[src/rtl/seg_status_arb_pkg.sv]
// Shared definitions for the 7-segment status arbiter: display codes, code width, FSM encoding.
// The optional blink feature is enabled by defining SEG_STATUS_BLINK_EN.
package seg_status_arb_pkg;

  localparam int SEG_DIGITS = 3;
  localparam int W          = 4 * SEG_DIGITS;

  // Status codes the boot/status producers place on their src_code lanes.
  localparam logic [W-1:0] STATE_CALIB = 12'hCA1;
  localparam logic [W-1:0] STATE_CLEAR = 12'hC1E;
  localparam logic [W-1:0] STATE_LOAD  = 12'h10A;
  localparam logic [W-1:0] STATE_ERR   = 12'hEEE;

  typedef enum logic {
    SHOW_DEFAULT = 1'b0,
    SHOW_SRC     = 1'b1
  } disp_state_e;

  function automatic int clog2_min1(input int n);
    return (n > 1) ? $clog2(n) : 1;
  endfunction

endpackage

[src/rtl/seg_status_arb_if.sv]
// Bundle between status producers (master) and the display arbiter (slave).
// Optional blink output behaviour depends on SEG_STATUS_BLINK_EN in the arbiter.
interface seg_status_arb_if
  import seg_status_arb_pkg::*;
#(
  parameter int NUM_SRC = 4,
  parameter int CODE_W  = W
);
  localparam int IDX_W = clog2_min1(NUM_SRC);

  // src_valid is a level request with no ready/backpressure: a source holds it high for as
  // long as it wants to be shown, and the arbiter samples it on every rising clk edge.
  logic [NUM_SRC-1:0]        src_valid;
  logic [NUM_SRC*CODE_W-1:0] src_code;
  logic [CODE_W-1:0]         default_code;
  logic                      clear_sticky;

  logic [CODE_W-1:0]  seg_digits;
  logic [IDX_W-1:0]   sel_idx;
  logic               sel_default;
  logic [NUM_SRC-1:0] sticky_flags;
  logic               seg_blank;
  disp_state_e        dbg_state;

  modport master (
    output src_valid, src_code, default_code, clear_sticky,
    input  seg_digits, sel_idx, sel_default, sticky_flags, seg_blank, dbg_state
  );

  modport slave (
    input  src_valid, src_code, default_code, clear_sticky,
    output seg_digits, sel_idx, sel_default, sticky_flags, seg_blank, dbg_state
  );

endinterface

[src/rtl/seg_status_arb_prio_enc.sv]
// Combinational fixed-priority encoder: lowest set index wins, plus an any-request flag.
// Independent of SEG_STATUS_BLINK_EN.
module seg_prio_enc
  import seg_status_arb_pkg::*;
#(
  parameter int NUM_SRC = 4,
  parameter int IDX_W   = clog2_min1(NUM_SRC)
) (
  input  logic [NUM_SRC-1:0] i_req,
  output logic [IDX_W-1:0]   o_idx,
  output logic               o_any
);

  always_comb begin
    o_idx = '0;
    o_any = 1'b0;
    for (int i = NUM_SRC - 1; i >= 0; i--) begin
      if (i_req[i]) begin
        o_idx = IDX_W'(i);
        o_any = 1'b1;
      end
    end
  end

endmodule

[src/rtl/seg_status_arb.sv]
// Registered priority arbiter choosing the 7-segment status code, with sticky errors and hold time.
// Define SEG_STATUS_BLINK_EN to build the blink counter that flashes latched errors on seg_blank.
module seg_status_arb
  import seg_status_arb_pkg::*;
#(
  parameter int                   NUM_SRC     = 4,
  parameter int                   DIGITS      = 3,
  parameter int                   HOLD_CYCLES = 1024,
  parameter logic [NUM_SRC-1:0]   STICKY_MASK = 4'b0010,
  parameter logic [4*DIGITS-1:0]  RESET_CODE  = '0
`ifdef SEG_STATUS_BLINK_EN
  ,
  parameter int                   BLINK_LOG2  = 24
`endif
) (
  input logic            clk,
  input logic            rst_n,
  seg_status_arb_if.slave bus
);

  localparam int CODE_W = 4 * DIGITS;
  localparam int IDX_W  = clog2_min1(NUM_SRC);
  localparam int HOLD_W = clog2_min1(HOLD_CYCLES + 1);
  localparam logic [HOLD_W-1:0] HOLD_LOAD = HOLD_W'(HOLD_CYCLES);

  disp_state_e        r_state;
  logic [IDX_W-1:0]   r_sel_idx;
  logic [HOLD_W-1:0]  r_hold;
  logic [NUM_SRC-1:0] r_sticky;
  logic [CODE_W-1:0]  r_digits;

  disp_state_e        w_state_d;
  logic [IDX_W-1:0]   w_sel_d;
  logic [HOLD_W-1:0]  w_hold_d;
  logic [NUM_SRC-1:0] w_sticky_d;
  logic [CODE_W-1:0]  w_digits_d;
  logic [NUM_SRC-1:0] w_eff;
  logic [IDX_W-1:0]   w_win;
  logic               w_any;
  logic               w_preempt;
  logic               w_expire;

  seg_prio_enc #(
    .NUM_SRC (NUM_SRC),
    .IDX_W   (IDX_W)
  ) u_prio_enc (
    .i_req (w_eff),
    .o_idx (w_win),
    .o_any (w_any)
  );

  always_comb begin
    w_eff      = bus.src_valid | r_sticky;
    // A set in the same cycle as a clear must survive, so the set term is ORed last.
    w_sticky_d = (r_sticky & ~{NUM_SRC{bus.clear_sticky}}) | (bus.src_valid & STICKY_MASK);

    w_preempt  = w_any && ((r_state == SHOW_DEFAULT) || (w_win < r_sel_idx));
    w_expire   = (r_hold == '0) &&
                 (w_any ? (w_win != r_sel_idx) : (r_state == SHOW_SRC));

    w_state_d  = r_state;
    w_sel_d    = r_sel_idx;
    w_hold_d   = r_hold;
    if (w_preempt || w_expire) begin
      w_state_d = w_any ? SHOW_SRC : SHOW_DEFAULT;
      w_sel_d   = w_any ? w_win : '0;
      w_hold_d  = HOLD_LOAD;
    end else if (r_hold != '0) begin
      w_hold_d  = r_hold - HOLD_W'(1);
    end

    // A selected source that dropped its request keeps its last code until reselection.
    if (w_state_d == SHOW_DEFAULT) begin
      w_digits_d = bus.default_code;
    end else if (w_eff[w_sel_d]) begin
      w_digits_d = bus.src_code[w_sel_d*CODE_W +: CODE_W];
    end else begin
      w_digits_d = r_digits;
    end
  end

  always_ff @(posedge clk or negedge rst_n) begin
    if (!rst_n) begin
      r_state   <= SHOW_DEFAULT;
      r_sel_idx <= '0;
      r_hold    <= '0;
      r_sticky  <= '0;
      r_digits  <= RESET_CODE;
    end else begin
      r_state   <= w_state_d;
      r_sel_idx <= w_sel_d;
      r_hold    <= w_hold_d;
      r_sticky  <= w_sticky_d;
      r_digits  <= w_digits_d;
    end
  end

  assign bus.seg_digits   = r_digits;
  assign bus.sel_idx      = r_sel_idx;
  assign bus.sel_default  = (r_state == SHOW_DEFAULT);
  assign bus.sticky_flags = r_sticky;
  assign bus.dbg_state    = r_state;

`ifdef SEG_STATUS_BLINK_EN
  logic [BLINK_LOG2:0] r_blink_cnt;
  logic                r_blank;

  // Blank is computed from next-cycle selection/sticky so it lines up with the other outputs.
  always_ff @(posedge clk or negedge rst_n) begin
    if (!rst_n) begin
      r_blink_cnt <= '0;
      r_blank     <= 1'b0;
    end else begin
      r_blink_cnt <= r_blink_cnt + (BLINK_LOG2 + 1)'(1);
      r_blank     <= r_blink_cnt[BLINK_LOG2] & (w_state_d == SHOW_SRC) & w_sticky_d[w_sel_d];
    end
  end

  assign bus.seg_blank = r_blank;
`else
  assign bus.seg_blank = 1'b0;
`endif

endmodule

[src/flat_wrapper.sv]
// flat-port wrapper written by rule: the top's interface ports become plain ports
module seg_status_arb_flat import seg_status_arb_pkg::*;
#(
  parameter int                   NUM_SRC     = 4,
  parameter int                   DIGITS      = 3,
  parameter int                   HOLD_CYCLES = 1024,
  parameter logic [NUM_SRC-1:0]   STICKY_MASK = 4'b0010,
  parameter logic [4*DIGITS-1:0]  RESET_CODE  = '0

)
  (clk, rst_n, bus_src_valid, bus_src_code, bus_default_code, bus_clear_sticky, bus_seg_digits, bus_sel_idx, bus_sel_default, bus_sticky_flags, bus_seg_blank, bus_dbg_state);
  seg_status_arb_if #(.NUM_SRC(NUM_SRC), .CODE_W((12))) bus_i ();
  input logic clk;
  input logic rst_n;
  input wire logic [$bits(bus_i.src_valid)-1:0] bus_src_valid;
  input wire logic [$bits(bus_i.src_code)-1:0] bus_src_code;
  input wire logic [$bits(bus_i.default_code)-1:0] bus_default_code;
  input wire logic [$bits(bus_i.clear_sticky)-1:0] bus_clear_sticky;
  output wire logic [$bits(bus_i.seg_digits)-1:0] bus_seg_digits;
  output wire logic [$bits(bus_i.sel_idx)-1:0] bus_sel_idx;
  output wire logic [$bits(bus_i.sel_default)-1:0] bus_sel_default;
  output wire logic [$bits(bus_i.sticky_flags)-1:0] bus_sticky_flags;
  output wire logic [$bits(bus_i.seg_blank)-1:0] bus_seg_blank;
  output wire logic [$bits(bus_i.dbg_state)-1:0] bus_dbg_state;
  assign bus_i.src_valid = bus_src_valid;
  assign bus_i.src_code = bus_src_code;
  assign bus_i.default_code = bus_default_code;
  assign bus_i.clear_sticky = bus_clear_sticky;
  assign bus_seg_digits = bus_i.seg_digits;
  assign bus_sel_idx = bus_i.sel_idx;
  assign bus_sel_default = bus_i.sel_default;
  assign bus_sticky_flags = bus_i.sticky_flags;
  assign bus_seg_blank = bus_i.seg_blank;
  assign bus_dbg_state = bus_i.dbg_state;
  seg_status_arb #(.NUM_SRC(NUM_SRC), .DIGITS(DIGITS), .HOLD_CYCLES(HOLD_CYCLES), .STICKY_MASK(STICKY_MASK), .RESET_CODE(RESET_CODE)) u_core (.clk(clk), .rst_n(rst_n), .bus(bus_i));
endmodule
[config.mk]
export PLATFORM = sky130hd
export DESIGN_NAME = seg_status_arb_flat
export DESIGN_NICKNAME = d
export VERILOG_FILES = /design/src/rtl/seg_status_arb_pkg.sv /design/src/rtl/seg_status_arb_if.sv /design/src/rtl/seg_status_arb_prio_enc.sv /design/src/rtl/seg_status_arb.sv /design/src/flat_wrapper.sv
export SDC_FILE = /design/constraint.sdc
export NUM_CORES = 1
export LEC_CHECK = 0
export ABC_AREA = 1
export BUFFER_PORTS_ARGS = -buffer_cell sky130_fd_sc_hd__buf_2
export CAP_MARGIN = 20
export CORE_UTILIZATION = 35
export DETAILED_ROUTE_END_ITERATION = 6
export GPL_TIMING_DRIVEN = 1
export HOLD_SLACK_MARGIN = 0.03
export PLACE_DENSITY_LB_ADDON = 0.3
export SETUP_SLACK_MARGIN = 0.3
export SLEW_MARGIN = 20
export SYNTH_ARGS = -nofsm -noshare
export SYNTH_HDL_FRONTEND = slang
export SYNTH_SLANG_ARGS = --single-unit
[constraint.sdc]
create_clock -name clk -period 7 [get_ports clk]
set_clock_uncertainty 0.15 [all_clocks]
set_input_delay 1.05 -clock clk [delete_from_list [all_inputs] [get_ports clk]]
set_output_delay 1.05 -clock clk [all_outputs]
set_load 0.005 [all_outputs]
; ---- Word level (Yosys, flattened, before mapping)
; Index checks and enable logic that the tools add are counted.
[word_totals]
reg_bits = 30
in_bits = 67
output_inout_bits = 21
[op_classes]
n_addsub = 1
n_mul = 1
order_cmp = 2
n_eq_ne = 2
shift = 1
n_mux = 19
n_bitwise = 5
n_reduce_logical = 7
[ops]
columns = op, count
row1 = $shiftx A48 B7 Y12, 1
row2 = $mux W12, 2
row3 = $mux W11, 2
row4 = $mux W2, 6
row5 = $logic_not A11 Y1, 1
row6 = $reduce_bool A11 Y1, 1
row7 = $sub A11 B1 Y11 const B, 1
row8 = $mux W1, 8
row9 = $and A4 B4 Y4, 1
row10 = $mul A2 B2 Y4 const B, 1
row11 = $not A4 Y4, 1
row12 = $or A4 B2 Y4, 1
row13 = $or A4 B4 Y4, 1
row14 = $lt A2 B3 Y1 const B, 1
row15 = $bmux W1 S2, 1
row16 = $logic_and A1 B1 Y1, 2
row17 = $logic_or A1 B1 Y1, 2
row18 = $lt A2 B2 Y1, 1
row19 = $ne A2 B2 Y1, 1
row20 = $ne A2 B2 Y1 const B, 1
row21 = $reduce_bool A2 Y1, 1
row22 = $not A1 Y1, 1

; ---- Longest topological paths before layout
; Gate-level depths: netlist of the first run.
[logic_depth]
depth_word = 14
mapped_depth = 20
ltp_nobuf = 19

; ---- Hierarchy
; A second synthesis of the first run with hierarchy kept.
[unflattened]
hier_cells = 354
area_unflattened_um2 = 2376.0
[modules_own_cells]
columns = mod, instances, cells_each, area_per_inst_um2
row1 = seg_status_arb, 1, 346, 2339.7
row2 = seg_prio_enc, 1, 8, 36.3

; ---- Worst setup path before layout of the first run
; Ideal clock, no wire load.
[synth_timing]
path_type = input to register
startpoint = input bus_src_valid[1]
endpoint = register u_core.r_digits[1], in the netlist u_core.bus.seg_digits[1]
setup_time_ns = 0.066
arrival_ns = 2.909
path_slack_ns = 3.875
stages = 15
path_buffers = 2
path_cell_list = nor2_2 -> nand2_1 -> nor2_1 -> ha_1 -> a21oi_1 -> o21ai_4 -> nand2_8 -> buf_6 -> nand2_4 -> nand3_2 -> nand3_2 -> nand3_2 -> buf_6 -> nand3_2 -> nand2_1
[synth_via]
elab_chain_cells = 12
[synth_lines]
columns = item, line_no
row1 = start: declaration, flat_wrapper.sv:15  ; input wire logic [$bits(bus_i.src_valid)-1:0] bus_src_valid;
row2 = $or A4 B4 Y4 *, seg_status_arb.sv:53  ; w_eff = bus.src_valid | r_sticky;
row3 = $mux W2 (2 in a row), seg_status_arb_prio_enc.sv:18  ; if (i_req[i]) begin
row4 = $lt A2 B2 Y1 or $ne A2 B2 Y1 (tied branches), "seg_status_arb.sv:57, seg_status_arb.sv:59"
row5 = $logic_or A1 B1 Y1 or $mux W1 (tied branches), "seg_status_arb.sv:57, seg_status_arb.sv:59"
row6 = "$logic_and A1 B1 Y1, on equally long branches", "seg_status_arb.sv:57, seg_status_arb.sv:58"
row7 = $logic_or A1 B1 Y1, seg_status_arb.sv:64  ; if (w_preempt || w_expire) begin
row8 = $mux W2, seg_status_arb.sv:64
row9 = $mul A2 B2 Y4, seg_status_arb.sv:76  ; w_digits_d = bus.src_code[w_sel_d*CODE_W +: CODE_W];
row10 = $shiftx A48 B7 Y12, seg_status_arb.sv:76
row11 = $mux W12, seg_status_arb.sv:75  ; end else if (w_eff[w_sel_d]) begin
row12 = $mux W12, seg_status_arb.sv:73  ; if (w_state_d == SHOW_DEFAULT) begin
row13 = end signal: assignment, seg_status_arb.sv:94  ; r_digits <= w_digits_d;
row14 = end: declaration, seg_status_arb.sv:30  ; logic [CODE_W-1:0] r_digits;
; Every way passes the cells marked *; elsewhere a longest branch is shown, timed or not. The select of a mux whose other input is x is not followed.
; A chain may end at the register's enable or synchronous reset.

; ---- Final worst setup path of the first run
[layout_timing]
startpoint = input bus_src_valid[1]
endpoint = register u_core.r_digits[3], in the netlist u_core.bus.seg_digits[3]
; The elaborated chain is that of the path after synthesis.

==> implementation parameters, run 1 <==
Parameter                              Value

Outcome
  Status    finished clean

Power and ir drop
  Pwr Density    349 nW/um^2
  VDD IR-drop max    approximately 0.11 mV
  LEAKAGE    0.00170 uW

Setup path
  Reg-to-reg critical path startpoint    u_core.bus.sticky_flags[1]
  Worst setup path startpoint    bus_src_valid[1]
  CP startpoint kind    input pin
  Type of the worst setup path    input pin to flop
  Chain of cells forming the critical path    buf_2, nor2_2, nand2_1, nor2_1, ha_1, a21oi_1, o21ai_4, nand2_8, nand2_4, nand2_4, nor2_1, o21ai_2, nand3_1, nand2_1
  Arrival time worst endpoint    3.69 ns
  Cell at the slowest stage of the critical path    sky130_fd_sc_hd__o21ai_2
  Worst Path Required    between 7 and 8 ns
  Type of destination of the critical path    flop
  Critical-path maximum fanout    26
  Largest stage delay, worst path    0.42 ns

Synth
  Synth unique cells    30
  Syn Nets    about 420
  Post-Synthesis Mean Instance Area    7.06 sq um
  Warnings from Yosys    0
  Most frequently used cell type in the post-synthesis netlist    sky130_fd_sc_hd__nand3_1
  Cell types occupying the most area after synthesis    sky130_fd_sc_hd__dfrtp_1 (31%), sky130_fd_sc_hd__nand3_1 (19%), sky130_fd_sc_hd__inv_1 (11%)
  Synthesized netlist cell count    345
  Post-synth EDFFs    0
  Number of register bits inferred by synthesis    30
  Synthesized area    2440 sq um
  Proportion of synthesized flip-flops having asynchronous set or reset    100%
  Most instantiated flip-flop cell in the synthesis netlist    sky130_fd_sc_hd__dfrtp_1
  Cell taking the most area after synthesis    sky130_fd_sc_hd__dfrtp_1
  Portion of synthesized cell area occupied by the leading cell type    30.8%
  Synth cell count leaders    sky130_fd_sc_hd__nand3_1 (91), sky130_fd_sc_hd__inv_1 (71), sky130_fd_sc_hd__nand2_1 (40)
  Seq/Total Area, Yosys    30.8%

Detailed routing
  Number of DRC markers in iteration 0    approximately 110
  Length of the first detailed-routing pass in iterations    4
  Remaining routing DRC violations    0
  Routed length per instance    12.4 um
  Number of routed nets with antenna violations    0
  DR vias    around 2400
  Number of vias per cell after detailed routing    4.87
  Total length of routed wires    6.21 mm

GRT
  Via count of the first global-routing pass    2302
  Pin count of the biggest net entering global routing    39
  Global router's overall resource usage    18.3%
  Overflow left after global routing    0
  Wire length of the first global-routing pass    10.6 mm
  Initial antenna violation count    0

Place
  Port Buffer Count    86
  DPL Wire Length    4.84 mm
  Gpl congestion    0.915
  Setup WS pre-CTS    3.09 ns

Clocking
  Post-CTS Repair Setup Buffers    0
  CTS tree    built
  Total CTS buffers    5
  Number of sinks on the clock net    30
  Clk_lat worst skew    ~0.28 ns
  CTS root buf    sky130_fd_sc_hd__clkbuf_8
  Cts repair resizes    0
  Maximum clock path buffer count    2
  Clock-pin slew on the worst setup and hold paths    ~0.070 ns
  # H-tree levels    2
  CTS hold repair buffers    0

Timing
  Worst hold slack    0.355 ns
  Max-slew violation total from the final report    0
  Worst Setup Slack, final    ~3.4 ns
  Achievable clock frequency    approximately 280 MHz
  Minimum period implied by the final worst setup slack    3.62 ns
  Slew headroom    37.3%
  Final hold violation count    0
  Setup repair after global routing missed its margin    no
  Final setup TNS    0 ns
  Final worst-path cycle share    51.6%
  Worst Max-Slew Pin Slew    0.939 ns
  Total setup violations reported at the end of the flow    0

Finish
  Relative area change from synthesis to final layout    21.1%
  Number of nets in the layout    about 490
  Proportion of layout cells with a drive suffix above 1    34.8%
  Antenna diode count    0
  Final core area utilization    between 40% and 50%
  Filler instances    713

Die
  Die span in x    85.5 um
  Cell row count    30
  Die Area    7300 sq um
  Core footprint    6760 sq um
  Count of boundary I/O pins    88
  DIE HEIGHT    85.5 um
  Effective utilization at floorplan    36.1%

Min path
  Classification of the worst-slack hold path    flop to flop
  Worst min-delay path startpoint    u_core.r_hold[5]

Run
  Reported max-cap violation count    0
==> worst max-delay path: cells and delay by family <==
| family | cells | cell delay [ns] |
|---|---|---|
| and+or+nand+nor | 9 | 1.44 |
| AOI/OAI and AO/OA | 3 | 0.80 |
| adders and majority gates | 1 | 0.28 |
| buffers and inverters | 1 | 0.11 |
==> sequential cells by signal, indices dropped and copies added (netlist names) <==
signal                   flops
u_core.r_hold               11
u_core.bus.dbg_state         1
u_core.bus.sel_idx           2
u_core.bus.sticky_flags      4
u_core.bus.seg_digits       12
==> placed cells by master (no fill, tap or decap), types with 6 or more instances in the layout <==
| cell | count |
|---|---|
| sky130_fd_sc_hd__dfrtp_1 | 30 |
| sky130_fd_sc_hd__inv_1 | 71 |
| sky130_fd_sc_hd__buf_2 | 86 |
| sky130_fd_sc_hd__nor2_1 | 13 |
| sky130_fd_sc_hd__clkbuf_8 | 6 |
| sky130_fd_sc_hd__o21ai_0 | 7 |
| sky130_fd_sc_hd__nand3_2 | 13 |
| sky130_fd_sc_hd__nand2_1 | 40 |
| sky130_fd_sc_hd__a21oi_1 | 9 |
| sky130_fd_sc_hd__or2_2 | 12 |
| sky130_fd_sc_hd__nand3_1 | 91 |
| sky130_fd_sc_hd__inv_2 | 6 |
==> worst paths after layout <==
path,endpoint,slack (ns),cells after the start
setup / recovery,u_core.bus.seg_digits[3],3.38,14
hold / removal,u_core.r_hold[5],0.36,1
setup reg to reg,u_core.bus.seg_digits[3],3.84,13
hold reg to reg,u_core.r_hold[5],0.36,1
max in group asynchronous,u_core.bus.sel_idx[0],5.63,1
min in group asynchronous,u_core.bus.sticky_flags[3],0.64,1
==> metrics by stage <==
stage | total power, uW | cells | instance area (sq um)
floorplan | 771 | 345 | 2440
global placement | 875 | 494 | 2860
detailed placement | 886 | 494 | 2860
CTS | 1040 | 502 | 2950
global route | 1130 | 502 | 2950
finish | 1030 | 502 | 2950
==> routing by layer <==
metal / vias up / wire length, um / GRT usage, %
met5: - / 0 / 0
met3: 10 / 430 / 3.89
li1: 1244 / - / -
met2: 106 / 2820 / 28.9
met1: 1083 / 2830 / 25.0
met4: 0 / 129 / 6.06
==> kinds of logic after synthesis <==
family,count (synthesis),synth area share (%)
AO/OA/AOI/OAI,27,7.55
flip-flops,30,30.8
adder cells (fa/ha/maj),3,1.54
AND/OR/NAND/NOR,190,43.6
buffers and inverters,94,16.4
other,1,0.154
==> where the power goes <==
| part | switching (uW) | internal (uW) | leakage, uW |
|---|---|---|---|
| combinational | 382 | 218 | 0.00127 |
| sequential | 44.5 | 237 | 0.000380 |
| clock | 67.9 | 78.9 | 0.0000472 |
| total | 495 | 535 | 0.00170 |
==> layout make-up <==
type / instances / area [sq um] / share of cell area, %
timing repair buffer: 86 / 430 / 14.6
inverter: 77 / 289 / 9.79
clock buffer: 6 / 82.6 / 2.80
clock inverter: 2 / 12.5 / 0.424
multi-input combinational: 221 / 1290 / 43.6
sequential: 30 / 751 / 25.4
tap: 80 / 100 / 3.39
Power figures use the tool's default switching activity.
==> run 2, diff against run 1 <==
- clock period: 7 -> 3.8 ns (I/O delays scaled with it)
==> run 2 against run 1 <==
Net effect:
- flip-flop and latch count stayed put
- worst hold slack worse by 0.19 ns
- critical path depth is 2 higher
- global-route usage is 0.090 points lower
- via count is 2.0% lower
- sequential share of layout area is 0.19 points lower
==> implementation parameters, run 2 (synthesis results as in run 1) <==
Parameter                              Value

Timing
  Final hold violation count    0 (unchanged)
  Minimum period implied by the final worst setup slack    3.19 ns
  Max-slew violation total from the final report    0 (unchanged)
  Total setup violations reported at the end of the flow    0 (unchanged)
  Worst Max-Slew Pin Slew    0.662 ns (-0.277 ns)
  Final setup TNS    0 ns (unchanged)
  Final worst-path cycle share    84.0%
  Worst hold slack    0.162 ns (-0.193 ns)
  Slew headroom    55.9% (+19 points)
  Setup repair after global routing missed its margin    no
  Achievable clock frequency    313 MHz

Die
  DIE HEIGHT    85.5 um (unchanged)
  Die Area    7300 sq um (unchanged)
  Core footprint    6760 sq um (unchanged)
  Die span in x    85.5 um (unchanged)
  Cell row count    30 (unchanged)
  Effective utilization at floorplan    36.1% (unchanged)
  Count of boundary I/O pins    88 (unchanged)

Clocking
  Total CTS buffers    5 (unchanged)
  CTS root buf    sky130_fd_sc_hd__clkbuf_8
  CTS hold repair buffers    0 (unchanged)
  Clock-pin slew on the worst setup and hold paths    0.07 ns (about the same)
  Number of sinks on the clock net    30 (unchanged)
  # H-tree levels    2 (unchanged)
  Clk_lat worst skew    0.28 ns (about the same)
  CTS tree    built
  Maximum clock path buffer count    2 (unchanged)

Setup path
  Worst Path Required    3.82 ns (-3.25 ns)
  Arrival time worst endpoint    3.21 ns (-0.48 ns)
  Cell at the slowest stage of the critical path    sky130_fd_sc_hd__dfrtp_1
  Worst path buffer plus inverter count    1 (unchanged)
  CP startpoint kind    flop
  Reg2Reg Depth    16 (+3)
  Type of destination of the critical path    flop
  Chain of cells forming the critical path    nor2_2, nand2_2, inv_1, nor2_1, ha_1, a21oi_1, o21ai_4, nand2_8, nand2_4, nand2_4, nand2_1, nand2_1, nand2_1, nand3_2, nand3_1, nand2_1
  Largest stage delay, worst path    0.40 ns (-0.02 ns)
  Critical-path maximum fanout    26 (unchanged)
  Number of gates on the worst path with buffers counted    16 (+2)
  Most used cell, CP    sky130_fd_sc_hd__nand2_1
  Type of the worst setup path    flop to flop
  Family of cells with the greatest summed delay on the critical path    simple AND/OR/NAND/NOR gates

Power and ir drop
  LEAKAGE    0.00171 uW (+0.59%)
  Pwr Density    644 nW/um^2 (+85%)
  Total design power    1920 uW (+86%)
  VDD IR-drop max    0.227 mV (+110%)

Detailed routing
  Remaining routing DRC violations    0 (unchanged)
  Number of vias per cell after detailed routing    4.75 (-2.4%)
  Length of the first detailed-routing pass in iterations    5 (+1)
  Number of DRC markers in iteration 0    93 (-17%)
  DR vias    2393 (-2.0%)
  Total length of routed wires    6.33 mm (+1.9%)
  Routed length per instance    12.6 um (+1.5%)
  Number of routed nets with antenna violations    0 (unchanged)

Finish
  Most frequent cells in the layout    sky130_fd_sc_hd__nand3_1 (91), sky130_fd_sc_hd__buf_2 (86), sky130_fd_sc_hd__inv_1 (71)
  Filler instances    715 (+0.28%)
  Antenna diode count    0 (unchanged)
  Final core area utilization    44.0% (+0.33 points)
  Most common cell after layout, fill and taps aside    sky130_fd_sc_hd__nand3_1
  Relative area change from synthesis to final layout    22.1%
  Number of flip-flops in the largest register    12 (unchanged)
  Area taken by multi-input logic gates    1290 sq um (+0.58%)
  Number of nets in the layout    493 (+0.41%)
  Proportion of layout cells with a drive suffix above 1    35.1% (+0.31 points)
  Area occupied by registers    751 sq um (unchanged)

GRT
  Initial antenna violation count    0 (unchanged)
  Wire length of the first global-routing pass    10.4 mm (-1.1%)
  Global router's overall resource usage    18.2% (-0.090 points)
  Pin count of the biggest net entering global routing    31 (-21%)
  Via count of the first global-routing pass    2273 (-1.3%)
  Overflow left after global routing    0 (unchanged)

Outcome
  Status    finished clean

Place
  DPL Wire Length    5.02 mm (+3.6%)
  Port Buffer Count    86 (unchanged)
  Gpl congestion    0.904 (-1.2%)

Min path
  Classification of the worst-slack hold path    input pin to async pin

Run
  Reported max-cap violation count    0 (unchanged)
==> run 2: worst paths after layout <==
check                                                 from                         end  slack (ns)
worst max-delay path            u_core.bus.sticky_flags[3]   u_core.bus.seg_digits[11]        0.61
worst min register to register    u_core.bus.seg_digits[4]    u_core.bus.seg_digits[4]        0.36
min in group clk                          bus_clear_sticky  u_core.bus.sticky_flags[0]        0.34
worst max register to register  u_core.bus.sticky_flags[3]   u_core.bus.seg_digits[11]        0.61
worst min-delay path                                 rst_n            u_core.r_hold[3]        0.16
max in group asynchronous                            rst_n    u_core.bus.seg_digits[3]        2.90
==> run 2: power breakdown <==
part           switching, uW  internal, uW  leakage (uW)
logic                    709           415       0.00128
registers               81.3           437      0.000380
clock network            128           145     0.0000472
total                    918           998       0.00171
==> run 2: timing repair <==
action,CTS,global route
setup buffers,0,0
gates resized for setup,0,1
setup endpoints to repair,0,5
==> run 2: worst register-to-register path, delay by kind of cell, from the launching register on <==
family | cells | cell delay [ns]
fa+ha+maj | 1 | 0.31
compound gates | 2 | 0.36
simple gates | 12 | 1.79
buf+inv | 1 | 0.07
flops | 1 | 0.40
==> run 2: area by class of cell <==
cell class	count	share of cell area, %
Tap cell	80	3.36
Sequential cell	30	25.2
Clock inverter	2	0.421
Inverter	77	9.71
Timing Repair Buffer	88	15.0
Multi-Input combinational cell	221	43.5
Clock buffer	6	2.78
==> run 2: metrics by stage <==
| step | setup WS [ns] | area, sq um | std cells |
|---|---|---|---|
| 5_1_grt | 0.346 | 2980 | 504 |
| 6_report | 0.608 | 2980 | 504 |
| 3_5_place_dp | 0.329 | 2870 | 496 |
| 3_3_place_gp | 0.473 | 2870 | 496 |
| 2_1_floorplan | 1.16 | 2440 | 345 |
| 4_1_cts | 0.565 | 2970 | 504 |
==> run 2: routing by layer <==
layer	part of all wire (%)	GRT usage, %
met1	46	24.3
met2	46	29.7
met3	6.5	3.21
met4	1.8	6.52
met5	0	0
==> run 3, diff against run 2 <==
- ABC_AREA: 1 -> 0
- clock period: 3.8 -> 2.86 ns (I/O delays scaled with it)
==> run 3 against run 2 <==
Net effect:
- the flow now finishes with violations (negative setup slack)
- total power is 51% higher
- largest cell class unchanged
- fmax is 4.1% higher
- flip-flop and latch count stayed put
==> implementation parameters, run 3 <==
Parameter                              Value

Clocking
  CTS tree    built
  Clock-pin slew on the worst setup and hold paths    0.07 ns (about the same)
  # H-tree levels    2 (unchanged)
  Number of sinks on the clock net    30 (unchanged)
  CTS root buf    sky130_fd_sc_hd__clkbuf_8
  CTS hold repair buffers    0 (unchanged)
  Total CTS buffers    5 (unchanged)
  Clk_lat worst skew    0.28 ns (about the same)
  Maximum clock path buffer count    2 (unchanged)

Power and ir drop
  Portion of total power attributed to combinational logic    62.4% (+3.7 points)
  Clock network fraction of design power    12.4% (-1.9 points)
  Net load switching power    1170 uW (+27%)
  Switch share    40.5% (-7.4 points)
  Internal power    1720 uW (+72%)
  VDD IR-drop max    0.365 mV (+61%)
  Pwr Density    975 nW/um^2 (+52%)
  Proportion of power drawn by flip-flops and latches    25.2% (-1.9 points)
  Total design power    2880 uW (+51%)
  LEAKAGE    0.00150 uW (-12%)

Synth
  Cell taking the most area after synthesis    sky130_fd_sc_hd__dfrtp_1
  Synthesized area    2030 sq um (-17%)
  Synthesized netlist cell count    214 (-38%)
  Warnings from Yosys    0 (unchanged)
  Number of register bits inferred by synthesis    30 (unchanged)
  Synth cell count leaders    sky130_fd_sc_hd__dfrtp_1 (30), sky130_fd_sc_hd__inv_1 (30), sky130_fd_sc_hd__o221ai_1 (24)
  Seq/Total Area, Yosys    37.0% (+6.2 points)
  Adder and majority gate portion of the synthesized area    1.85% (+0.31 points)
  Cell types occupying the most area after synthesis    sky130_fd_sc_hd__dfrtp_1 (37%), sky130_fd_sc_hd__o221ai_1 (10%), sky130_fd_sc_hd__mux2_2 (6.7%)
  Most instantiated flip-flop cell in the synthesis netlist    sky130_fd_sc_hd__dfrtp_1
  Portion of synthesized cell area occupied by the leading cell type    37.0% (+6.2 points)
  Syn Nets    284 (-32%)
  Proportion of synthesized flip-flops having asynchronous set or reset    100% (unchanged)
  Main combinational cell family by area after synthesis    compound AO/OA/AOI/OAI gates
  Area fraction in and, or, nand and nor cells after synthesis    14.6% (-29 points)
  Synth unique cells    43 (+43%)
  Xor/xnor share of the synthesized area    2.16% (+2.2 points)
  Post-synth EDFFs    0 (unchanged)
  Mux share of post-synthesis cell area    13.1% (+13 points)
  Share of the synthesized area in compound gates (AO/OA/AOI/OAI)    21.6% (+14 points)
  Post-Synthesis Mean Instance Area    9.47 sq um (+34%)

Die
  DIE HEIGHT    78.1 um (-8.6%)
  Count of boundary I/O pins    88 (unchanged)
  Effective utilization at floorplan    36.6% (+0.51 points)
  Die Area    6100 sq um (-16%)
  Die span in x    78.1 um (-8.6%)
  Cell row count    27 (-10%)
  Core footprint    5540 sq um (-18%)

Setup path
  Critical-path maximum fanout    12 (-54%)
  Type of the worst setup path    flop to flop
  CP startpoint kind    flop
  Type of destination of the critical path    flop
  Arrival time worst endpoint    3.12 ns (-0.09 ns)
  Worst Path Required    2.91 ns (-0.91 ns)

Detailed routing
  Number of DRC markers in iteration 0    99 (+6.5%)
  Number of routed nets with antenna violations    0 (unchanged)
  Remaining routing DRC violations    0 (unchanged)
  DR vias    2049 (-14%)
  Routed length per instance    14.0 um (+12%)
  Total length of routed wires    5.62 mm (-11%)
  Number of vias per cell after detailed routing    5.12 (+7.9%)
  Length of the first detailed-routing pass in iterations    4 (-1)

Timing
  Slew headroom    53.9% (-1.9 points)
  Final worst-path cycle share    107% (+23 points)
  Final hold violation count    0 (unchanged)
  Worst Setup Slack, final    -0.207 ns (-0.815 ns)
  Max-slew violation total from the final report    0 (unchanged)
  Total setup violations reported at the end of the flow    12 (+12)
  Achievable clock frequency    326 MHz (+4.1%)
  Final setup TNS    -2.16 ns (-2.16 ns)
  Setup repair after global routing missed its margin    yes
  Minimum period implied by the final worst setup slack    3.07 ns (-0.125 ns)
  Worst Max-Slew Pin Slew    0.691 ns (+0.0289 ns)

Finish
  Most frequent cells in the layout    sky130_fd_sc_hd__buf_2 (86), sky130_fd_sc_hd__inv_1 (30), sky130_fd_sc_hd__dfrtp_1 (28)
  Post-Layout Inst Area    2960 sq um (-0.59%)
  Antenna diode count    0 (unchanged)
  Number of nets in the layout    397 (-19%)
  Number of flip-flops in the largest register    12 (unchanged)
  Proportion of layout cells with a drive suffix above 1    48.5% (+13 points)
  Relative area change from synthesis to final layout    45.9%
  Most common cell after layout, fill and taps aside    sky130_fd_sc_hd__buf_2

GRT
  Met3 global-route usage    4.53% (+1.3 points)
  Pin count of the biggest net entering global routing    31 (unchanged)
  Layer carrying the most global-route usage    met2
  Initial antenna violation count    0 (unchanged)
  M2 GR Usage    30.4% (+0.77 points)
  Via count of the first global-routing pass    1951 (-14%)
  Global router's overall resource usage    19.2% (+1.0 points)
  Met1 track demand over resource in global routing    26.7% (+2.4 points)
  Wire length of the first global-routing pass    9.29 mm (-11%)
  Overflow left after global routing    0 (unchanged)

Place
  Gpl congestion    0.805 (-11%)
  DP Area    2700 sq um (-5.9%)
  Port Buffer Count    86 (unchanged)
  DPL Wire Length    4.12 mm (-18%)

Outcome
  Violated checks    negative setup slack
  Status    complete, but fails checks

Min path
  Classification of the worst-slack hold path    input pin to async pin

Run
  Reported max-cap violation count    0 (unchanged)
run 3: cell count changes in the layout (fill, tap and decap cells not counted), moves of 13 or more:
cell	previous run	this run
sky130_fd_sc_hd__o211ai_1	0	13
sky130_fd_sc_hd__inv_1	71	30
sky130_fd_sc_hd__mux2i_1	0	13
sky130_fd_sc_hd__o221ai_1	0	24
sky130_fd_sc_hd__nand2_1	40	8
sky130_fd_sc_hd__nand3_1	91	3
sky130_fd_sc_hd__buf_4	2	27
run 3: path summary, 6_finish.rpt:
path,startpoint,to,slack (ns),cells after the start
setup reg to reg,u_core.bus.sticky_flags[2],u_core.bus.seg_digits[10],-0.21,14
hold reg to reg,u_core.bus.seg_digits[3],u_core.bus.seg_digits[3],0.37,2
max in group asynchronous,rst_n,u_core.bus.sticky_flags[2],2.03,1
setup / recovery,u_core.bus.sticky_flags[2],u_core.bus.seg_digits[10],-0.21,14
hold / removal,rst_n,u_core.bus.seg_digits[3],0.04,1
min in group clk,bus_clear_sticky,u_core.bus.sticky_flags[2],0.19,2
run 3: through the flow:
stage | hold slack, ns | setup slack, ns | std cells | utilization, %
5_1_grt | 0.0871 | -0.370 | 400 | 53.4
2_1_floorplan | -0.0166 | -0.244 | 214 | -
3_5_place_dp | 0.356 | -0.385 | 384 | 48.8
4_1_cts | 0.0629 | -0.235 | 393 | 51.4
3_3_place_gp | 0.356 | -0.272 | 384 | 48.8
6_report | 0.0354 | -0.207 | 400 | 53.4
run 3: final cells by class:
type                    count  area, sq um
repair buffers            119          709
flip-flops and latches     30          753
inverters                  31          119
clock buffers               7         86.3
multi-input cells         140         1190
well taps                  72         90.1
clock inverters             1         5.00
fillers                   536         2580
run 3: routing by layer:
layer  share of wire, %  up-vias
li1                   -     1012
met1                 44      957
met2                 49       75
met3                6.3        5
met4               0.45        0
met5                  0        -
run 3: repair_timing:
| item | CTS | global route |
|---|---|---|
| pin swaps | 0 | 2 |
| gates cloned | 1 | 0 |
| gates resized for setup | 13 | 11 |
| setup buffers | 0 | 7 |
| endpoints found under the setup margin | 23 | 25 |
run 3: logic make-up (layout without fill, tap and decap cells):
group           count (synthesis)  after routing
compound gates                 57             57
xor+xnor                        5              5
fa+ha+maj                       3              3
buf+inv                        44            158
flops                          30             30
mux                            25             25
other cells                     1              1
simple gates                   49             49
run 3: worst max-delay path, cell delays in order, from the launching register on:
cell and delay, ns:
sky130_fd_sc_hd__dfrtp_2 0.44, sky130_fd_sc_hd__nor2_4 0.11, sky130_fd_sc_hd__o21ai_2 0.06, sky130_fd_sc_hd__a211o_1 0.30, sky130_fd_sc_hd__ha_4 0.24, sky130_fd_sc_hd__a211oi_4 0.26
sky130_fd_sc_hd__nand3_2 0.12, sky130_fd_sc_hd__and2_4 0.19, sky130_fd_sc_hd__o22a_1 0.22, sky130_fd_sc_hd__buf_6 0.13, sky130_fd_sc_hd__inv_4 0.04, sky130_fd_sc_hd__mux2i_1 0.18
sky130_fd_sc_hd__a211o_1 0.18, sky130_fd_sc_hd__buf_12 0.16, sky130_fd_sc_hd__mux2i_1 0.21
run 3: power groups by stage:
stage	logic, uW	clock network, uW	registers, uW
after floorplan	1150	0	715
after global placement	1630	0	723
after detailed placement	1670	0	722
after CTS	1740	363	725
after global routing	1970	385	751
final	1800	357	726
